<file path="src/rtl/stack_access_arbiter.sv">
// rtl/stack_access_arbiter.sv - round-robin two-requester front end for a shared synchronous-read stack memory
//
// Purpose:
//   Requesters A and B issue push/pop operations over valid/ready. One
//   operation is in flight at a time. The block grants round-robin, drives
//   the external stack memory, keeps the stack pointer and occupancy, and
//   returns a one-cycle response pulse to the requester that owned the op.
//
// Ports:
//   clk, reset                         clock, synchronous active-high reset
//   req_{a,b}_valid/op/data/ready      request handshake (op 0 = push, 1 = pop)
//   rsp_{a,b}_valid/data/err           one-cycle completion pulse per requester
//   mem_we/mem_addr/mem_wdata          memory write/address/write-data
//   mem_rdata                          memory read data, one cycle after mem_addr
//   count/full/empty                   registered occupancy and flags

module stack_access_arbiter #(
  parameter int DATA_W = 8,
  parameter int ADDR_W = 8,
  parameter int DEPTH  = 256  // must be 2**ADDR_W so sp wraps exactly at full
) (
  input  logic              clk,
  input  logic              reset,

  input  logic              req_a_valid,
  input  logic              req_a_op,
  input  logic [DATA_W-1:0] req_a_data,
  output logic              req_a_ready,
  output logic              rsp_a_valid,
  output logic [DATA_W-1:0] rsp_a_data,
  output logic              rsp_a_err,

  input  logic              req_b_valid,
  input  logic              req_b_op,
  input  logic [DATA_W-1:0] req_b_data,
  output logic              req_b_ready,
  output logic              rsp_b_valid,
  output logic [DATA_W-1:0] rsp_b_data,
  output logic              rsp_b_err,

  output logic              mem_we,
  output logic [ADDR_W-1:0] mem_addr,
  output logic [DATA_W-1:0] mem_wdata,
  input  logic [DATA_W-1:0] mem_rdata,

  output logic [ADDR_W:0]   count,
  output logic              full,
  output logic              empty
);

  typedef logic [ADDR_W-1:0] addr_t;
  typedef logic [ADDR_W:0]   cnt_t;

  typedef enum logic [1:0] {
    S_IDLE  = 2'd0,
    S_WRITE = 2'd1,
    S_READ  = 2'd2,
    S_RESP  = 2'd3
  } state_t;

  localparam logic  OP_PUSH  = 1'b0;
  localparam logic  OP_POP   = 1'b1;
  localparam logic  SEL_A    = 1'b0;
  localparam logic  SEL_B    = 1'b1;
  localparam cnt_t  CNT_FULL = cnt_t'(DEPTH);
  localparam cnt_t  CNT_ONE  = cnt_t'(1);
  localparam addr_t ADDR_ONE = addr_t'(1);

  state_t              state_q, state_d;
  addr_t               sp_q;
  cnt_t                count_q;
  logic                full_q, empty_q;
  logic                last_grant_q;
  logic                owner_q;
  logic                op_q;
  logic [DATA_W-1:0]   data_q;
  logic                err_q;

  // Acceptance-time values, valid only while accept is high.
  logic                grant_a, grant_b;
  logic                accept;
  logic                acc_owner;
  logic                acc_op;
  logic [DATA_W-1:0]   acc_data;
  logic                acc_err;
  logic [DATA_W-1:0]   rsp_data_sel;

  // A lone requester always wins; under contention the one that was not
  // granted last time wins.
  assign grant_a = req_a_valid && (!req_b_valid || (last_grant_q == SEL_B));
  assign grant_b = req_b_valid && (!req_a_valid || (last_grant_q == SEL_A));

  assign count = count_q;
  assign full  = full_q;
  assign empty = empty_q;

  always_comb begin
    state_d      = state_q;
    req_a_ready  = 1'b0;
    req_b_ready  = 1'b0;
    rsp_a_valid  = 1'b0;
    rsp_a_data   = '0;
    rsp_a_err    = 1'b0;
    rsp_b_valid  = 1'b0;
    rsp_b_data   = '0;
    rsp_b_err    = 1'b0;
    mem_we       = 1'b0;
    mem_addr     = '0;
    mem_wdata    = '0;
    accept       = 1'b0;
    acc_owner    = SEL_A;
    acc_op       = OP_PUSH;
    acc_data     = '0;
    acc_err      = 1'b0;
    rsp_data_sel = '0;

    case (state_q)
      S_IDLE: begin
        if (grant_a || grant_b) begin
          accept      = 1'b1;
          acc_owner   = grant_b ? SEL_B : SEL_A;
          req_a_ready = grant_a;
          req_b_ready = grant_b;
          acc_op      = grant_b ? req_b_op   : req_a_op;
          acc_data    = grant_b ? req_b_data : req_a_data;
          // Rejected ops skip the memory step and answer on the next cycle.
          acc_err     = (acc_op == OP_PUSH) ? full_q : empty_q;
          if (acc_err) begin
            state_d = S_RESP;
          end else if (acc_op == OP_POP) begin
            state_d = S_READ;
          end else begin
            state_d = S_WRITE;
          end
        end
      end

      S_WRITE: begin
        mem_we    = 1'b1;
        mem_addr  = sp_q;
        mem_wdata = data_q;
        state_d   = S_RESP;
      end

      S_READ: begin
        // Top of stack lives one below sp; the read data lands in RESP.
        mem_addr = sp_q - ADDR_ONE;
        state_d  = S_RESP;
      end

      S_RESP: begin
        if ((op_q == OP_POP) && !err_q) begin
          rsp_data_sel = mem_rdata;
        end
        if (owner_q == SEL_B) begin
          rsp_b_valid = 1'b1;
          rsp_b_data  = rsp_data_sel;
          rsp_b_err   = err_q;
        end else begin
          rsp_a_valid = 1'b1;
          rsp_a_data  = rsp_data_sel;
          rsp_a_err   = err_q;
        end
        state_d = S_IDLE;
      end

      default: begin
        state_d = S_IDLE;
      end
    endcase
  end

  always_ff @(posedge clk) begin
    if (reset) begin
      state_q      <= S_IDLE;
      sp_q         <= '0;
      count_q      <= '0;
      full_q       <= 1'b0;
      empty_q      <= 1'b1;
      last_grant_q <= SEL_B;
      owner_q      <= SEL_A;
      op_q         <= OP_PUSH;
      data_q       <= '0;
      err_q        <= 1'b0;
    end else begin
      state_q <= state_d;

      if (accept) begin
        owner_q      <= acc_owner;
        op_q         <= acc_op;
        data_q       <= acc_data;
        err_q        <= acc_err;
        last_grant_q <= acc_owner;
      end

      // Flags are computed from the pre-update count so they stay registered
      // and in step with count.
      if (state_q == S_WRITE) begin
        sp_q    <= sp_q + ADDR_ONE;
        count_q <= count_q + CNT_ONE;
        full_q  <= (count_q == (CNT_FULL - CNT_ONE));
        empty_q <= 1'b0;
      end else if (state_q == S_READ) begin
        sp_q    <= sp_q - ADDR_ONE;
        count_q <= count_q - CNT_ONE;
        full_q  <= 1'b0;
        empty_q <= (count_q == CNT_ONE);
      end
    end
  end

endmodule

</file>
<file path="config.mk">
export PLATFORM = sky130hd
export DESIGN_NAME = stack_access_arbiter
export DESIGN_NICKNAME = d
export VERILOG_FILES = /design/src/rtl/stack_access_arbiter.sv
export SDC_FILE = /design/constraint.sdc
export NUM_CORES = 1
export LEC_CHECK = 0
export ABC_CLOCK_PERIOD_IN_PS = 4650
export CAP_MARGIN = 5
export CORE_UTILIZATION = 49
export DETAILED_ROUTE_END_ITERATION = 8
export GPL_TIMING_DRIVEN = 0
export MAX_ROUTING_LAYER = met4
export PLACE_DENSITY = 0.9
export SLEW_MARGIN = 20
export SYNTH_ARGS = -nofsm -noshare
export SYNTH_HDL_FRONTEND = slang
export SYNTH_SLANG_ARGS = --single-unit
</file>
<file path="constraint.sdc">
create_clock -name clk -period 4.65 [get_ports clk]
set_input_delay 0.6975 -clock clk [delete_from_list [all_inputs] [get_ports clk]]
set_output_delay 0.6975 -clock clk [all_outputs]
set_load 0.02 [all_outputs]
</file>
# Word level (Yosys, flattened, before mapping)
# Cells that the tools add are included.
totals:
  register_bits: 33
  in_bits: 30
  out_inout_bits: 50
classes:
  addsub: 4
  eq_ne: 6
  muxes: 46
  bitwise_logic: 1
  n_reduce_logical: 12
op_table:
  columns: ["operator", "count"]
  rows:
  - ["2-to-1 mux 8 bit", 11]
  - ["2-to-1 mux 1 bit", 28]
  - ["2-to-1 mux 9 bit", 2]
  - ["one-hot mux 8 bit (2 select lines)", 1]
  - ["adder 9 x 1 -> 9 bit (second input constant)", 1]
  - ["equality test 9 x 1 -> 1 bit (second input constant)", 1]
  - ["equality test 9 x 8 -> 1 bit (second input constant)", 1]
  - ["subtractor 9 x 1 -> 9 bit (second input constant)", 1]
  - ["adder 8 x 1 -> 8 bit (second input constant)", 1]
  - ["subtractor 8 x 1 -> 8 bit (second input constant)", 1]
  - ["2-to-1 mux 2 bit", 3]
  - ["one-hot mux 2 bit (3 select lines)", 1]
  - ["equality test 2 bit (second input constant)", 2]
  - ["logical AND 1 bit", 3]
  - ["logical NOT 1 bit", 3]
  - ["logical OR 1 bit", 3]
  - ["equality test 2 x 1 -> 1 bit (second input constant)", 1]
  - ["logical NOT 2 bit", 1]
  - ["!= test 2 bit (second input constant)", 1]
  - ["nonzero test 2 bit", 1]
  - ["OR reduction 2 bit", 1]
  - ["inverter 1 bit", 1]

# Longest topological paths before layout
# Gate-level depths: netlist of run 1.
depth:
  word_depth: 8
  depth_mapped: 9
  ltp_nobuf: 6

# Worst setup path before layout of run 1
# OpenSTA, ideal clock, no wires.
synth_path:
  path_kind: "flip-flop to output port"
  startpoint: "register state_q[1]"
  endpoint: "output mem_addr[1]"
  arrival_time_ns: 2.029
  t_required_ns: 3.953
  path_slack_ns: 1.923
  stages_incl_launch_ff: 9
  path_cell_list: "dfxtp_1 > inv_1 > ha_1 > buf_4 > buf_2 > clkbuf_1 > clkbuf_1 > nand2_1 > a21oi_1"
synth_between:
  elab_chain_cells: 2
  word_cells_on_any_way: 3
  classes_between: "eq/ne (2); mux (1)"
synth_lines:
  columns: ["element", "line_no", "rtl"]
  rows:
  - ["start, declared", "69", "state_t state_q, state_d;"]
  - ["start signal, assigned", "186", "state_q <= state_d;"]
  - ["equality test 2 bit / equality test 2 x 1 -> 1 bit (equally long branches)", "117", "case (state_q)"]
  - ["one-hot mux 8 bit (2 select lines) (*)", "117", null]
  - ["end, declared", "42", "output logic [ADDR_W-1:0] mem_addr,"]
# Mark *: on every way between the ends. The rest lies on a longest branch, timed or not.

# Worst setup path after layout of run 1
# Same ends and word-level chain as after synthesis.

==> results of run 1 <==
==> flip-flops by register name, summed over array words and instances, names as in the netlist <==
| name | count |
|---|---|
| state_q | 2 |
| count | 9 |
| empty | 1 |
| owner_q | 1 |
| sp_q | 8 |
| full | 1 |
| last_grant_q | 1 |
| err_q | 1 |
| data_q | 8 |
| op_q | 1 |
==> cells in the final DEF (no fill, tap or decap), types with 10 or more instances in the layout <==
master,Yosys,layout
nor2_1,41,41
clkdlybuf4s50_1,0,78
clkbuf_1,12,12
a211oi_1,11,11
a21oi_1,16,16
mux2i_1,13,13
dfxtp_1,33,33
ha_1,11,11
and2_1,26,26
inv_1,10,10
==> tightest hold or removal path, stage by stage, from the launching register on <==
cell and delay [ns]:
dfxtp_1 0.31, nor2_1 0.09, a211oi_1 0.05
==> worst max-delay path by stage <==
stage               startpoint          end  slack (ns)  cells past startpoint
finish              state_q[1]  mem_addr[1]        0.86                      9
global route        state_q[1]  mem_addr[1]        0.64                      9
CTS                 state_q[1]  mem_addr[1]        0.87                      9
detailed placement  state_q[1]  mem_addr[1]        1.22                      9
global placement    state_q[1]  mem_addr[1]        1.27                      9
floorplan           state_q[1]  mem_addr[1]        1.92                      8
==> metal layers <==
| layer | part of all wire [%] | routed length [um] | vias to the layer above | GRT usage [%] |
|---|---|---|---|---|
| li1 | - | - | 1150 | - |
| met1 | 42 | 2530 | 1092 | 29.2 |
| met2 | 50 | 3050 | 75 | 44.1 |
| met3 | 5.4 | 326 | 13 | 5.63 |
| met4 | 2.4 | 144 | 0 | 12.2 |
| met5 | 0 | 0 | - | - |
==> kinds of logic after synthesis <==
logic type                 count (synthesis)  synth area share [%]
muxes                                     16                  7.19
buffers and inverters                     32                  6.75
adders and majority gates                 11                  6.04
DFF                                       33                  29.0
xor gates and xnor gates                  12                  4.61
AOI/OAI and AO/OA                         51                  15.0
and+or+nand+nor                          127                  31.4
==> layout make-up <==
class | count | area [sq um] | area share [%]
inverter | 10 | 37.5 | 1.17
clock buffer | 5 | 68.8 | 2.14
timing repair buffer | 78 | 781 | 24.3
buffer | 22 | 116 | 3.62
clock inverter | 3 | 17.5 | 0.546
multi-input combinational | 217 | 1460 | 45.6
sequential | 33 | 661 | 20.6
tap | 52 | 65.1 | 2.03
==> cell usage after synthesis, types with 2 or more instances <==
| master | instances |
|---|---|
| nor2_1 | 41 |
| dfxtp_1 | 33 |
| and2_1 | 26 |
| a21oi_1 | 16 |
| mux2i_1 | 13 |
| clkbuf_1 | 12 |
| a211oi_1 | 11 |
| ha_1 | 11 |
| inv_1 | 10 |
| nand2_1 | 9 |
| nand3_1 | 8 |
| o21ai_0 | 8 |
| xnor2_1 | 7 |
| buf_4 | 6 |
| nand4_1 | 6 |
| nor2b_1 | 6 |
| xor2_1 | 5 |
| nand3b_1 | 4 |
| nor3_1 | 4 |
| buf_2 | 3 |
| nand4b_1 | 3 |
| a22o_1 | 2 |
| a31oi_1 | 2 |
| and3_1 | 2 |
| and3b_1 | 2 |
| and4_1 | 2 |
| mux2_2 | 2 |
| nand2b_1 | 2 |
| nor4_1 | 2 |
| o221ai_1 | 2 |
| or3b_2 | 2 |
| or4b_2 | 2 |
==> power groups by stage <==
stage / clock, mW / sequential (mW) / combinational (mW)
after floorplan: 0 / 0.511 / 0.869
after global placement: 0 / 0.488 / 1.23
after detailed placement: 0 / 0.497 / 1.27
after CTS: 0.222 / 0.491 / 1.28
after global routing: 0.232 / 0.509 / 1.40
final: 0.218 / 0.492 / 1.29
==> through the flow <==
step           setup WS, ns  area [sq um]
2_1_floorplan          1.92          2280
3_3_place_gp           1.27          3120
3_5_place_dp           1.22          3120
4_1_cts               0.870          3210
5_1_grt               0.639          3210
6_report              0.864          3210
==> out/results.tsv, run 1 <==
stage	metric	value	unit
run_status	status	complete, no violations	
layout	utilization	72.7	%
global_route	grtUsageTotal	26.1	%
timing	setup_viol	0	
critical_path	r2r_setup_slack	2.32	ns
pwr	powerDensity	623	nW/um^2
detailed_routing	drt_iter0_markers	114	
critical_path	start_kind	flop	
clocking	cts_root_buf	clkbuf_8	
pwr	seqPwrFrac	24.6	%
pwr	p_sw	0.931	mW
critical_path	arrival	3.09	ns
timing	final_hold_viol_count	0	
run	maxCapViolCount	0	
critical_path	cp_max_fo	10	
synth	async_flop_share	0	%
layout	drive_above_1_share	8.42	%
timing	finClkSkew	0.00646	ns
placement	io_buffers	78	
pwr	internal-power	1.07	mW
global_route	grt_pass1_vias	2195	
detailed_routing	via_per_inst	5.55	
layout	nFillCells	356	
synth	ys_ff_latch	33	
synth	synth_edf_count	0	
clocking	clk_pin_slew	0.07	ns
clocking	cts_hold_buf	0	
timing	fmax	264	MHz
layout	n_antenna_cell	0	
pwr	vdd_drop_max	0.350	mV
critical_path	r2r_start	state_q[1]	
synth	synthFlopType	dfxtp_1	
timing	max-slew-margin-rel	60.9	%
detailed_routing	wl_per_cell	14.4	um
floorplanning	io_pins	80	
floorplanning	die_h	70.2	um
synth	yosysUniqueCellTypes	50	
detailed_routing	vias	2330	
critical_path	required	3.95	ns
timing	holdWs	0.499	ns
global_route	antenna_found_initial	0	
clocking	cts_tree	done	
layout	syn2layout_area_growth	40.9	%
pwr	p_total	2.00	mW
critical_path	path_cells	inv_1, ha_1, buf_4, buf_2, clkbuf_1, clkbuf_1, nand2_1, a21oi_1, clkdlybuf4s50_1	
critical_path	r2r_cells	8	
synth	synthesis.instances	282	
detailed_routing	wirelength	6.05	mm
timing	layout_min_cycle_time	3.79	ns
min_path	hp-start	data_q[2]	
floorplanning	coreArea	4410	sq um
clocking	htree_levels	2	
detailed_routing	drc_errors	0	
global_route	grt_pass1_wl	9.98	mm
placement	hpwlAfterDp	4.40	mm
critical_path	worstReg2RegEnd	full	
timing	worstMarginPinSlew	0.586	ns
min_path	min_path_cells	2	
timing	fin_setup_tns	0	ns
clocking	ctsLongestPathBuffers	2	
synth	synth_nets	323	
pwr	p_leak	1.23	nW
floorplanning	start_util	51.6	%
clocking	postCtsSetupBuffers	0	
pwr	combPwrFrac	64.5	%
clocking	cts_buffers	5	
detailed_routing	drt_pass1_iterations	4	
synth	ys.warnings.count	0	
pwr	swShare	46.6	%
layout	fin_nets	408	
critical_path	critical-path-top-cell-by-count	clkbuf_1	
global_route	grt_max_degree	12	
critical_path	cp_num_buf_inv	6	
critical_path	path_delay_family	buffers and inverters	
detailed_routing	drtAntennaViolNets	0	
critical_path	slowest_delay	0.62	ns
synth	avgSynthCellArea	8.08	sq um
global_route	gr-total-overflow	0	
layout	fin_cells	420	
min_path	min_path_type	reg -> reg	
synth	netlist.top_cell.by_area	dfxtp_1	
placement	place_congestion	0.892	
synth	syn_area	2280	sq um
clocking	postCtsResizedCells	0	
timing	rsz0062_at_grt	false	
pwr	power.share.clock	10.9	%
min_path	holdPathEnd	data_q[2]	
critical_path	critPathSlowestCell	clkdlybuf4s50_1	
floorplanning	fp.dieArea	4930	sq um
critical_path	endpoint_kind	primary output	
synth	yosysSeqAreaShare	29.0	%
floorplanning	die_x	70.2	um
timing	post-route-period-util	81.4	%
floorplanning	placementRows	24	
synth	synth.top_cells.by_area	dfxtp_1, and2_1, nor2_1	
clocking	cts_num_sinks	33	
timing	slew_viol_final	0	
synth	yosys.area.top_type_share	29.0	%
placement	place_inst	412	
clocking	clock_latency	0.30	ns
critical_path	critPathKind	reg -> out	
Power figures use the tool's default switching activity.
==> run 2, diff against run 1 <==
--- a/config.mk
+++ b/config.mk
@@ -5,13 +5,13 @@
 export SDC_FILE = /design/constraint.sdc
 export NUM_CORES = 1
 export LEC_CHECK = 0
-export ABC_CLOCK_PERIOD_IN_PS = 4650
+export ABC_CLOCK_PERIOD_IN_PS = 3750
 export CAP_MARGIN = 5
-export CORE_UTILIZATION = 49
+export CORE_UTILIZATION = 46
 export DETAILED_ROUTE_END_ITERATION = 8
 export GPL_TIMING_DRIVEN = 0
 export MAX_ROUTING_LAYER = met4
-export PLACE_DENSITY = 0.9
+export PLACE_DENSITY = 0.85
 export SLEW_MARGIN = 20
 export SYNTH_ARGS = -nofsm -noshare
 export SYNTH_HDL_FRONTEND = slang
==> constraint.sdc (replaced) <==
create_clock -name clk -period 3.75 [get_ports clk]
set_input_delay 0.5625 -clock clk [delete_from_list [all_inputs] [get_ports clk]]
set_output_delay 0.5625 -clock clk [all_outputs]
set_load 0.02 [all_outputs]
==> run 2 against run 1 <==
Register-to-register slack worse by 0.69 ns. Clock-buffer cell count increased by 1. Utilization decreased by 5.0 points. Cell count rose by 3.3%. Largest cell class unchanged. Wire length fell by 4.4%. Highest routed layer unchanged. Largest power group unchanged. Flip-flop and latch count stayed put.
==> out/results.tsv, run 2 (synthesized netlist as in run 1, its figures left out) <==
stage	metric	value	unit	change
clocking	htree_levels	2		unchanged
layout	final_cell_mix	clkdlybuf4s50_1, nor2_1, dfxtp_1		unchanged
critical_path	critPathKind	reg -> out		unchanged
timing	fin_setup_tns	0	ns	unchanged
pwr	p_leak	1.23	nW	about the same
critical_path	start_kind	flop		unchanged
layout	final_cell_area	3220	sq um	was 3210 sq um
critical_path	required	3.19	ns	was 3.95 ns
critical_path	r2r_setup_slack	1.63	ns	was 2.32 ns
placement	dpl_cell_area	3140	sq um	was 3120 sq um
layout	nFillCells	435		was 356
placement	io_buffers	78		unchanged
layout	fin_nets	407		was 408
global_route	grt_pass1_wl	9.17	mm	was 9.98 mm
critical_path	cp_max_fo	19		was 10
detailed_routing	via_per_inst	5.32		was 5.55
pwr	internal-power	1.32	mW	was 1.07 mW
pwr	seqPwrFrac	24.8	%	was 24.6%
global_route	gr-total-overflow	0		unchanged
timing	layout_min_cycle_time	3.36	ns	
layout	largest_reg_flops	9		unchanged
clocking	cts_root_buf	clkbuf_8		unchanged
timing	worstMarginPinSlew	0.525	ns	was 0.586 ns
critical_path	critPathSlowestCell	clkdlybuf4s50_1		unchanged
clocking	cts_num_sinks	33		unchanged
layout	fin_cells	434		was 420
pwr	vdd_drop_max	0.467	mV	was 0.350 mV
pwr	swShare	46.0	%	was 46.6%
timing	finClkSkew	0.00351	ns	was 0.00646 ns
clocking	clk_pin_slew	0.07	ns	about the same
global_route	grtUsageTotal	22.8	%	was 26.1%
floorplanning	die_x	72.4	um	was 70.2 um
detailed_routing	drt_iter0_markers	152		was 114
layout	n_antenna_cell	0		unchanged
floorplanning	io_pins	80		unchanged
detailed_routing	wirelength	5.78	mm	was 6.05 mm
floorplanning	coreArea	4750	sq um	was 4410 sq um
timing	max-slew-margin-rel	65.0	%	was 60.9%
critical_path	slowest_delay	0.63	ns	was 0.62 ns
pwr	powerDensity	761	nW/um^2	was 623 nW/um^2
detailed_routing	wl_per_cell	13.3	um	was 14.4 um
global_route	grt_max_degree	11		was 12
layout	drive_above_1_share	8.17	%	was 8.42%
pwr	power.share.clock	10.6	%	was 10.9%
pwr	combPwrFrac	64.6	%	was 64.5%
floorplanning	start_util	47.9	%	was 51.6%
pwr	p_total	2.45	mW	was 2.00 mW
placement	place_congestion	0.883		was 0.892
clocking	postCtsSetupBuffers	0		unchanged
detailed_routing	vias	2307		was 2330
floorplanning	fp.dieArea	5240	sq um	was 4930 sq um
critical_path	arrival	2.79	ns	was 3.09 ns
detailed_routing	drtAntennaViolNets	0		unchanged
layout	final_common_cell	clkdlybuf4s50_1		unchanged
detailed_routing	drt_pass1_iterations	4		unchanged
timing	post-route-period-util	89.5	%	
placement	hpwlAfterDp	4.35	mm	was 4.40 mm
clocking	clock_latency	0.29	ns	was 0.30 ns
run_status	status	complete, no violations		unchanged
critical_path	path_cells	inv_1, ha_1, buf_4, buf_2, clkbuf_1, nand2_1, a21oi_1, clkdlybuf4s50_1		was inv_1, ha_1, buf_4, buf_2, clkbuf_1, clkbuf_1, nand2_1, a21oi_1, clkdlybuf4s50_1
placement	place_inst	427		was 412
layout	syn2layout_area_growth	41.4	%	was 40.9%
run	maxCapViolCount	0		unchanged
global_route	antenna_found_initial	0		unchanged
timing	rsz0062_at_grt	false		unchanged
critical_path	path_delay_family	buffers and inverters		unchanged
floorplanning	placementRows	25		was 24
min_path	min_path_type	reg -> reg		unchanged
timing	fmax	298	MHz	
clocking	ctsLongestPathBuffers	2		unchanged
timing	slew_viol_final	0		unchanged
timing	setup_viol	0		unchanged
detailed_routing	drc_errors	0		unchanged
timing	final_hold_viol_count	0		unchanged
clocking	cts_buffers	5		unchanged
critical_path	cp_num_buf_inv	5		was 6
global_route	grt_pass1_vias	2020		was 2195
pwr	p_sw	1.13	mW	was 0.931 mW
critical_path	endpoint_kind	primary output		unchanged
clocking	cts_tree	done		unchanged
floorplanning	die_h	72.4	um	was 70.2 um
## run 2: final cells by class
| class | instances | area, sq um | area share [%] |
|---|---|---|---|
| Inverter | 10 | 37.5 | 1.17 |
| Clock inverter | 2 | 10.0 | 0.311 |
| Clock buffer | 6 | 72.6 | 2.25 |
| Buffer | 21 | 113 | 3.50 |
| Sequential cell | 33 | 661 | 20.5 |
| Tap cell | 67 | 83.8 | 2.60 |
| Timing Repair Buffer | 78 | 781 | 24.2 |
| Multi-Input combinational cell | 217 | 1460 | 45.4 |
## run 2: metrics by stage
| stage | hold WS [ns] | setup slack (ns) | util, % |
|---|---|---|---|
| finish | 0.496 | 0.394 | 67.8 |
| global route | 0.510 | 0.223 | 67.8 |
| CTS | 0.498 | 0.113 | 67.8 |
| detailed placement | 0.488 | 0.437 | 66.1 |
| global placement | 0.481 | 0.462 | 66.1 |
| floorplan | 0.471 | 1.16 | - |
## run 2: power groups by stage
stage	clock [mW]	sequential [mW]	combinational, mW
after floorplan	0	0.633	1.08
after global placement	0	0.605	1.53
after detailed placement	0	0.614	1.57
after CTS	0.265	0.607	1.58
after global routing	0.278	0.628	1.73
final	0.260	0.608	1.58
## run 2: final timing paths
path | start | end | depth (start not counted)
setup / recovery | state_q[1] | mem_addr[1] | 8
hold reg to reg | data_q[4] | data_q[4] | 2
setup reg to reg | state_q[0] | count[1] | 8
hold / removal | data_q[4] | data_q[4] | 2
## run 2: worst reg2reg max path, cell delays in order (launching register included)
cell and delay, ns:
dfxtp_1 0.41, inv_1 0.11, ha_1 0.34, buf_4 0.19, inv_1 0.21, clkbuf_1 0.44, nor2_1 0.11, a21oi_1 0.14
nor2_1 0.05
## run 2: per-layer routing
metal / share of wire [%] / wire, um / vias up / global-route usage [%]
met4: 1.5 / 88 / 0 / 7.84
met2: 49 / 2850 / 85 / 38.0
met5: 0 / 0 / - / -
li1: - / - / 1160 / -
met3: 6.4 / 369 / 8 / 4.03
met1: 43 / 2470 / 1054 / 27.7
## run 2: timing repair
item / 4_1_cts / 5_1_grt
hold buffers: 0 / 0
hold endpoints to repair: 0 / 0
gates resized for setup: 0 / 0
setup endpoints to repair: 0 / 2
